## src/rtl/dft_bin_scheduler.sv

```systemverilog
// dft_bin_scheduler
//   Sequencer in front of a serial single-bin DFT accumulator and its twiddle
//   ROM. One frame of FRAME_LENGTH multi-channel samples is buffered, then
//   replayed once per bin k = 0..NUM_BINS-1 with the twiddle address n*k mod N
//   issued alongside each sample. Each bin's accumulator result is captured
//   and offered downstream on a valid/ready stream tagged with k.
//
// Ports
//   clk, rst            clock (posedge) and synchronous active-high reset
//   s_valid/s_ready/s_x sample input stream; accepted only while filling
//   dp_valid/dp_x       replayed samples to the accumulator (one per cycle)
//   tw_addr             twiddle ROM address, aligned with dp_x
//   dp_re/dp_im/dp_done accumulator results and their completion strobe
//   m_valid/m_ready     bin result stream handshake
//   m_bin/m_re/m_im     bin index and captured real/imag results
//   busy                high whenever the scheduler is not filling
//   err                 sticky: unexpected dp_done or missing dp_done
module dft_bin_scheduler #(
  parameter int  X_WIDTH      = 16,
  parameter int  S_WIDTH      = 32,
  parameter int  FRAME_LENGTH = 8,
  parameter int  NUM_BINS     = 4,
  parameter int  CHANELS      = 2,
  localparam int AW           = (FRAME_LENGTH > 1) ? $clog2(FRAME_LENGTH) : 1,
  localparam int BW           = (NUM_BINS > 1) ? $clog2(NUM_BINS) : 1
) (
  input  logic                       clk,
  input  logic                       rst,
  input  logic                       s_valid,
  output logic                       s_ready,
  input  logic [CHANELS*X_WIDTH-1:0] s_x,
  output logic                       dp_valid,
  output logic [CHANELS*X_WIDTH-1:0] dp_x,
  output logic [AW-1:0]              tw_addr,
  input  logic [CHANELS*S_WIDTH-1:0] dp_re,
  input  logic [CHANELS*S_WIDTH-1:0] dp_im,
  input  logic                       dp_done,
  output logic                       m_valid,
  input  logic                       m_ready,
  output logic [BW-1:0]              m_bin,
  output logic [CHANELS*S_WIDTH-1:0] m_re,
  output logic [CHANELS*S_WIDTH-1:0] m_im,
  output logic                       busy,
  output logic                       err
);

  localparam logic [AW-1:0] N_LAST = AW'(FRAME_LENGTH - 1);
  localparam logic [BW-1:0] K_LAST = BW'(NUM_BINS - 1);
  localparam logic [AW:0]   N_FULL = (AW + 1)'(FRAME_LENGTH);

  typedef enum logic [1:0] {ST_FILL, ST_RUN, ST_WAIT, ST_OUT} state_t;

  state_t                     state;
  logic [AW-1:0]              n;
  logic [AW-1:0]              phase;
  logic [BW-1:0]              k;
  logic [1:0]                 wait_cnt;
  logic [CHANELS*X_WIDTH-1:0] frame_buf [FRAME_LENGTH];

  logic [AW:0]                phase_sum;
  logic [AW-1:0]              phase_next;

  // Twiddle phase advances by k each sample; k < N so a single conditional
  // subtract keeps it in [0, N) without a multiplier.
  always_comb begin
    phase_sum  = {1'b0, phase} + (AW + 1)'(k);
    phase_next = phase_sum[AW-1:0];
    if (phase_sum >= N_FULL) begin
      phase_next = AW'(phase_sum - N_FULL);
    end
  end

  assign s_ready = (state == ST_FILL);
  assign busy    = (state != ST_FILL);

  // ---- frame buffer write / replay read (data path, no reset) ----
  always_ff @(posedge clk) begin
    if (s_valid && (state == ST_FILL)) begin
      frame_buf[n] <= s_x;
    end
    if (state == ST_RUN) begin
      dp_x <= frame_buf[n];
    end
  end

  // ---- sequencing FSM and registered outputs ----
  always_ff @(posedge clk) begin
    if (rst) begin
      state    <= ST_FILL;
      n        <= '0;
      k        <= '0;
      phase    <= '0;
      wait_cnt <= '0;
      dp_valid <= 1'b0;
      tw_addr  <= '0;
      m_valid  <= 1'b0;
      m_bin    <= '0;
      m_re     <= '0;
      m_im     <= '0;
      err      <= 1'b0;
    end else begin
      dp_valid <= 1'b0;
      // A completion strobe is only legal while waiting for one.
      if (dp_done && (state != ST_WAIT)) begin
        err <= 1'b1;
      end
      case (state)
        ST_FILL: begin
          if (s_valid) begin
            if (n == N_LAST) begin
              n     <= '0;
              k     <= '0;
              phase <= '0;
              state <= ST_RUN;
            end else begin
              n <= n + AW'(1);
            end
          end
        end
        ST_RUN: begin
          dp_valid <= 1'b1;
          tw_addr  <= phase;
          phase    <= phase_next;
          if (n == N_LAST) begin
            n        <= '0;
            wait_cnt <= '0;
            state    <= ST_WAIT;
          end else begin
            n <= n + AW'(1);
          end
        end
        ST_WAIT: begin
          if (dp_done) begin
            m_re    <= dp_re;
            m_im    <= dp_im;
            m_bin   <= k;
            m_valid <= 1'b1;
            state   <= ST_OUT;
          end else if (wait_cnt == 2'd3) begin
            // Accumulator never answered: flag it and drop the frame.
            err   <= 1'b1;
            n     <= '0;
            state <= ST_FILL;
          end else begin
            wait_cnt <= wait_cnt + 2'd1;
          end
        end
        ST_OUT: begin
          if (m_ready) begin
            m_valid <= 1'b0;
            n       <= '0;
            if (k == K_LAST) begin
              state <= ST_FILL;
            end else begin
              k     <= k + BW'(1);
              phase <= '0;
              state <= ST_RUN;
            end
          end
        end
        default: state <= ST_FILL;
      endcase
    end
  end

endmodule

```

## config.mk

```make
export PLATFORM = sky130hd
export DESIGN_NAME = dft_bin_scheduler
export DESIGN_NICKNAME = d
export VERILOG_FILES = /design/src/rtl/dft_bin_scheduler.sv
export SDC_FILE = /design/constraint.sdc
export NUM_CORES = 1
export LEC_CHECK = 0
export ABC_AREA = 1
export CORE_MARGIN = 2
export CORE_UTILIZATION = 50
export CTS_BUF_LIST = sky130_fd_sc_hd__clkbuf_8
export DETAILED_ROUTE_END_ITERATION = 10
export GPL_TIMING_DRIVEN = 0
export HOLD_SLACK_MARGIN = 0.08
export PLACE_DENSITY = 0.74
export SLEW_MARGIN = 0
export SYNTH_ARGS = -nofsm -noshare
export SYNTH_HDL_FRONTEND = slang
export SYNTH_SLANG_ARGS = --single-unit
```

## constraint.sdc

```tcl
create_clock -name clk -period 6.15 [get_ports clk]
set_input_delay 0.9225 -clock clk [delete_from_list [all_inputs] [get_ports clk]]
set_output_delay 0.9225 -clock clk [all_outputs]
set_load 0.1 [all_outputs]
```

# == Yosys cells after proc, flatten, opt, wreduce, memory -nomap -nowiden ==
# Memories as Yosys holds them, arrays and structs flattened. A register that Yosys moved wholly into a read port is not among the register bits.
# Index checks and enable logic that the tools add are counted.
# word_totals
mem_bits_rw,256
romBits,0
out_inout_bits,170
wordCells,89
in_bits,165
mem_count,1
latch_bits,0
reg_bits,148
# memory_table
memory,depth,word_bits,rd,rd_ports_with_merged_regs,wr,line_no,text
frame_buf,8,32,1,1,1,58,logic [CHANELS*X_WIDTH-1:0] frame_buf [FRAME_LENGTH];
# classes
multipliers,0
bitwise,0
n_eq_ne,17
shift,0
reduce_logical,15
order_cmp,1
n_mux,38
addsub,5
n_div,0
# op_table
cell,n
$mux 3,10
$mux 2,12
$ne 2x2->1 const B,8
$reduce_and 5->1,3
$pmux 3 s4,1
$mux 1,10
$pmux 3 s3,1
$eq 2x2->1 const B,4
$pmux 2 s2,2
$pmux 2 s4,1
$reduce_and 4->1,2
$reduce_bool 2->1,4
$add 2x1->2 const B,2
$add 3x2->4,1
$ge 4x4->1 const B,1
$ne 2x1->1 const B,2
$add 3x1->3 const B,1
$eq 3x3->1 const B,1
$ne 3x3->1 const B,1
$reduce_and 3->1,1
$reduce_bool 3->1,1
$sub 3x1->3 const B,1
$eq 2x1->1 const B,1
$logic_and 1x1->1,2
3 further kinds,3

# == Longest topological paths before layout ==
# Gate-level depths: netlist of the first run.
# logic_depth
ltp_word,6
ltp_mapped,9
mapped_depth_nobuf,8

# == Worst setup path before layout of the first run ==
# No wires, ideal clock.
# synth_timing
kind,register to register
startpoint,reg state[1]
endpoint,mem frame_buf[0][0] (netlist name) (enable)
synth_period_minus_slack_ns,5.324
path_slack_ns,0.826
setup_ns,0.503
path_stages_with_launch,5
arrival_time_ns,4.821
required_time_ns,5.647
path_buffers,1
cell_sequence,dfxtp_1 -> buf_4 -> nor2_2 -> nand2_1 -> nor4_1
# synth_via
elab_chain_len,4
# synth_rtl
item,line_no,text
start: declaration,53,state_t state;
start signal: assignment,89,state <= ST_FILL;
start signal: assignment,114,state <= ST_RUN;
start signal: assignment,127,state <= ST_WAIT;
$logic_not 2->1,-,
net s_ready,30,"output logic s_ready,"
$logic_and 1x1->1,78,if (s_valid && (state == ST_FILL)) begin
$mux 1,78,
$mux 1 (implied by the code),79,frame_buf[n] <= s_x;
end: declaration,58,
# The timed path passes the listed nets, and every way through them passes these cells.

# == Final worst setup path of the first run ==
# layout_timing
startpoint,reg state[1]
endpoint,out s_ready
# layout_via
elab_chain_len,1
# layout_rtl
item,line_no,text
$logic_not 2->1,73,assign s_ready = (state == ST_FILL);
end: declaration,30,
# Every way passes these cells.

==> results of run 1 <==
-- per-stage QoR --
stage	utilization	total power (W)	setup TNS, ns
2_1_floorplan	-	0.00354	0
3_3_place_gp	0.621	0.00381	-398.96
3_5_place_dp	0.633	0.00384	0
4_1_cts	0.674	0.00622	0
5_1_grt	0.674	0.00640	0
6_report	0.674	0.00619	0
-- logic make-up (layout without fill, tap and decap cells) --
group / Yosys count / in the layout / synth area share
AND/OR/NAND/NOR: 641 / 641 / 0.163
flip-flops: 436 / 436 / 0.691
other: 0 / 2 / 0
AO/OA/AOI/OAI: 333 / 333 / 0.0992
adder cells (fa/ha/maj): 6 / 6 / 0.00492
buffers and inverters: 136 / 627 / 0.0412
-- synthesized netlist by cell type --
master	count	area share
nand2_1	454	0.10
buf_1	3	0.00067
nor3_1	2	0.00060
nand3_2	21	0.013
clkbuf_1	39	0.0087
buf_2	40	0.012
buf_4	27	0.012
fa_1	1	0.0012
nor4_1	6	0.0022
inv_2	5	0.0011
edfxtp_1	288	0.51
nor2_8	1	0.0012
o21ai_1	13	0.0039
dfxtp_1	148	0.18
o21ai_0	55	0.016
nand4_1	3	0.0011
ha_1	5	0.0037
nor2_2	2	0.00074
or2_2	2	0.00074
nand3_1	126	0.038
a21oi_1	265	0.079
buf_6	4	0.0027
clkinv_1	1	0.00022
inv_1	17	0.0038
nor2_1	24	0.0054
-- flip-flops by register name, summed over array words and instances (netlist names) --
register and cells:
n 3, dp_valid 1, phase 3, dp_x 32, frame_buf 256, m_re 64, m_bin 2, state 2
wait_cnt 2, err 1, m_valid 1, m_im 64, k 2, tw_addr 3
-- report_power, final --
part	switching, W	internal (W)
Sequential	0.0000142	0.00319
Clock	0.00114	0.00127
Combinational	0.000371	0.000206
-- area by class of cell --
type	count	share of cell area
Timing Repair Buffer	365	0.162
Antenna cell	2	0.000223
Clock inverter	44	0.0108
Clock buffer	82	0.0503
Sequential cell	436	0.518
Tap cell	448	0.0250
Buffer	113	0.0270
Inverter	23	0.00385
Multi-Input combinational cell	980	0.203
-- worst max-delay path, cell delays in order, from the launching register on --
cell	delay [ns]
dfxtp_1	0.29
buf_4	0.17
nor2_2	0.21
clkdlybuf4s50_1	1.26
-- routing by layer --
metal  vias up  share of wire
li1       6286              -
met2       701           0.49
met3       132          0.092
met5         -              0
met1      6410           0.37
met4         0          0.044
-- worst min path at each step --
| stage | end | cells after the start |
|---|---|---|
| 2_1_floorplan | phase[1] | 2 |
| 3_3_place_gp | err | 2 |
| 3_5_place_dp | err | 2 |
| 4_1_cts | err | 2 |
| 5_1_grt | m_im[58] | 2 |
| 6_report | err | 2 |
==> flow_summary.json, run 1 <==
{
  "reg2reg_from": "state[1]",
  "fin_crit_ns": 3.49,
  "layout-drive-gt1-share": 0.114,
  "worstReg2RegEnd": "frame_buf[0][11]",
  "status": "finished, final reports clean",
  "ios": 335,
  "die_area_sq_um": 35100,
  "stdcell_area_sq_um": 22400,
  "placed_area_sq_um": 21100,
  "setup_viol": 0,
  "cts_buffers": 71,
  "die_h_um": 187,
  "placed_cells": 2365,
  "ys_seq_area_frac": 0.691,
  "final_common_cell": "nand2_1",
  "clock_sinks": 436,
  "syn_inst": 1552,
  "postCtsHoldBufs": 0,
  "relSlewSlack": 0.253,
  "nets": 2161,
  "met2_usage": 0.486,
  "vias_per_cell": 5.43,
  "final-hold-violation-count": 0,
  "busiest_layer": "met2",
  "gr-usage-met1": 0.349,
  "setup_slack_ns": 2.66,
  "grt_use_met3": 0.0674,
  "drcViolationCount": 0,
  "path_class": "reg2out",
  "syn-cell-area_sq_um": 16800,
  "initial_core_util": 0.505,
  "yosysWarnings": 0,
  "worst_pin_slew_ns": 1.12,
  "crit_path_end_kind": "output pin",
  "drv_slew": 0,
  "rows": 67,
  "cap_viol_max_count": 0,
  "grt_usage": 0.287,
  "grt_pass1_wl_um": 76600,
  "leakage_nw": 7.91,
  "cts_tree": "yes",
  "p_per_area_nw_per_um2": 276,
  "firstDrtPassIters": 5,
  "dpl.hpwl_um": 35900,
  "ys_types": 25,
  "clk_latency_ns": 0.63,
  "multi_input_area_sq_um": 4550,
  "post_cts_buffers": 0,
  "via_count": 13500,
  "drtIter0Drc": 1278,
  "hold_class": "reg2reg",
  "rsz0062_at_grt": "false",
  "regArea_sq_um": 11600,
  "grt_max_degree": 27,
  "rrSetupSlack_ns": 3.29,
  "overflow": 0,
  "holdCritStartpoint": "err",
  "area_growth_pct": 33.5,
  "wire_per_inst_um": 20.4,
  "h-tree-depth": 3,
  "stdcell_count": 2493,
  "drt_wl_total_um": 50900,
  "fill_cells": 2487,
  "critPathLaunch": "state[1]",
  "cts.repair.resized": 0,
  "ys_ff_latch": 436,
  "path_clk_slew_ns": 0.06,
  "coreArea_sq_um": 33300,
  "place_congestion": 0.932,
  "max_freq_ghz": 0.287,
  "syn_nets": 1723,
  "path_max_fanout": 9,
  "r2r_cells": 7,
  "dp_slack_ns": 2.57,
  "skew_ns": 0.0377,
  "final_cell_mix": "454 x nand2_1, 332 x clkdlybuf4s50_1, 288 x edfxtp_1",
  "start_kind": "register",
  "port_buffers": 332,
  "dieWidth_um": 187,
  "setup.worst_path.end": "s_ready",
  "holdWs_ns": 0.454,
  "clockBufferDepth": 3,
  "arrival_ns": 2.56,
  "required_ns": 5.23,
  "grt_pass1_vias": 13100,
  "antenna_found_initial": 2,
  "syn_avg_cell_area_sq_um": 10.8,
  "ant_nets": 0,
  "vdd_drop_max_v": 0.000196,
  "cts_root_buffer": "clkbuf_8",
  "period_share": 0.567
}
Power figures use the tool's default switching activity.
==> inputs of run 2 (changes only) <==
--- a/config.mk
+++ b/config.mk
@@ -7,7 +7,7 @@
 export LEC_CHECK = 0
 export ABC_AREA = 1
 export CORE_MARGIN = 2
-export CORE_UTILIZATION = 50
+export CORE_UTILIZATION = 48
 export CTS_BUF_LIST = sky130_fd_sc_hd__clkbuf_8
 export DETAILED_ROUTE_END_ITERATION = 10
 export GPL_TIMING_DRIVEN = 0
==> constraint.sdc (replaced) <==
create_clock -name clk -period 2.9 [get_ports clk]
set_input_delay 0.435 -clock clk [delete_from_list [all_inputs] [get_ports clk]]
set_output_delay 0.435 -clock clk [all_outputs]
set_load 0.1 [all_outputs]
==> run 2 against run 1 <==
  * Core utilization shrank 2.6 points
  * Sequential power grew 110%
  * Cell count shrank 0.20%
  * First-iteration DRC count shrank 4.6%
  * Die area grew 4.1%
  * Non-clock buffer count shrank 13
  * Sequential share of layout area grew 0.078 points
  * Register-to-register slack lost 3.0 ns
  * Via count shrank 0.42%
  * Highest routed layer is now met5
==> flow_summary.json, run 2 (synthesis gave the netlist of run 1 again) <==
{
  "rsz0062_at_grt": "false",
  "crit_path_end_kind": "output pin",
  "slowest_delay_ns": 0.96,
  "clk_latency_ns": 0.63,
  "setup_slack_ns": 0.207,
  "rows": 68,
  "largest_reg_flops": 256,
  "period_share": 0.929,
  "clockBufferDepth": 3,
  "worst_pin_slew_ns": 1.15,
  "die_h_um": 191,
  "relSlewSlack": 0.230,
  "via_count": 13500,
  "ant_nets": 0,
  "reg_top3": "frame_buf: 256 flops, m_im: 64 flops, m_re: 64 flops",
  "fin_crit_ns": 2.69,
  "power_w": 0.0129,
  "critPathLaunch": "state[0]",
  "dpl.hpwl_um": 36000,
  "slowest_stage": "dlygate4sd2_1",
  "h-tree-depth": 3,
  "nets": 2147,
  "required_ns": 2.47,
  "dp_slack_ns": 0.254,
  "grt_pass1_vias": 13000,
  "skew_ns": 0.0247,
  "drtIter0Drc": 1219,
  "area_growth_pct": 33.3,
  "min_to": "tw_addr[2]",
  "cts_buffers": 70,
  "initial_core_util": 0.486,
  "final_common_cell": "nand2_1",
  "cap_viol_max_count": 0,
  "grt_max_degree": 26,
  "post-route-util": 0.648,
  "placed_cells": 2359,
  "vdd_drop_max_v": 0.000411,
  "vias_per_cell": 5.41,
  "antenna_found_initial": 7,
  "reg2reg_from": "n[1]",
  "cts_root_buffer": "clkbuf_8",
  "fill_cells": 2672,
  "wire_per_inst_um": 20.7,
  "stdcell_count": 2488,
  "layout-drive-gt1-share": 0.108,
  "worstReg2RegEnd": "frame_buf[3][14]",
  "dieWidth_um": 191,
  "final_cell_mix": "453 x nand2_1, 330 x clkdlybuf4s50_1, 288 x edfxtp_1",
  "holdCritStartpoint": "rst",
  "whs_path_depth": 4,
  "path_clk_slew_ns": 0.06,
  "firstDrtPassIters": 6,
  "drt_wl_total_um": 51400,
  "arrival_ns": 2.26,
  "leakage_nw": 7.85,
  "drcViolationCount": 0,
  "ios": 335,
  "coreArea_sq_um": 34500,
  "r2r_cells": 7,
  "drv_slew": 0,
  "max_freq_ghz": 0.371,
  "path_class": "reg2out",
  "rrSetupSlack_ns": 0.27,
  "path_cells": "buf_4 > nor2_4 > dlygate4sd2_1",
  "regArea_sq_um": 11600,
  "cts_tree": "yes",
  "hold_class": "in2reg",
  "overflow": 0,
  "start_kind": "register",
  "post_cts_buffers": 0,
  "place_congestion": 0.888,
  "path_max_fanout": 8,
  "grt_pass1_wl_um": 75700,
  "grt_usage": 0.276,
  "final-hold-violation-count": 0,
  "status": "finished, final reports clean",
  "p_per_area_nw_per_um2": 575,
  "die_area_sq_um": 36500,
  "setup_viol": 0,
  "clock_sinks": 436,
  "regMostFlops": "frame_buf",
  "final.setup.tns_ns": 0,
  "postCtsHoldBufs": 0,
  "port_buffers": 332,
  "multi_input_area_sq_um": 4620
}
==> run 2: timing repair <==
item | in CTS | in global routing
resized for setup | 1 | 1
endpoints found under the setup margin | 1 | 1
cloned | 0 | 0
==> run 2: critical path, delay by kind of cell (launching register included) <==
kind                   cells  cell delay [ns]
AND/OR/NAND/NOR            1             0.21
flip-flops                 1             0.29
buffers and inverters      2             1.13
==> run 2: area by class of cell <==
class                      count  area share
clock inverter                51      0.0103
buffer                       113      0.0270
timing repair buffer         352       0.162
antenna                        3    0.000335
multi-input combinational    980       0.206
sequential                   436       0.519
inverter                      23     0.00386
tap                          455      0.0254
clock buffer                  75      0.0461
==> run 2: stage by stage <==
step	cell area, sq um	hold WS [ns]
4_1_cts	22400	0.346
6_report	22400	0.392
5_1_grt	22400	0.382
3_3_place_gp	20800	0.442
3_5_place_dp	21100	0.449
2_1_floorplan	16900	0.441
==> run 2: how the worst max path moves through the flow <==
stage                                  end  depth (start not counted)
after floorplan            frame_buf[0][0]                          4
after global placement    frame_buf[3][14]                          3
after detailed placement  frame_buf[3][14]                          6
after CTS                             busy                          4
after global routing               s_ready                          3
final                              s_ready                          3
==> run 2: metal layers <==
metal | vias up | global-route usage | wire length [um]
li1 | 6259 | - | -
met1 | 6387 | 0.345 | 20000
met2 | 690 | 0.453 | 24600
met3 | 128 | 0.0674 | 4680
met4 | 8 | 0.132 | 2030
met5 | - | 0 | 57
==> run 2: power by group <==
part | internal (W) | leakage, nW | switching, W
registers | 0.00677 | 3.81 | 0.0000295
clock network | 0.00241 | 0.751 | 0.00243
logic | 0.000442 | 3.29 | 0.000800
total | 0.00962 | 7.85 | 0.00326
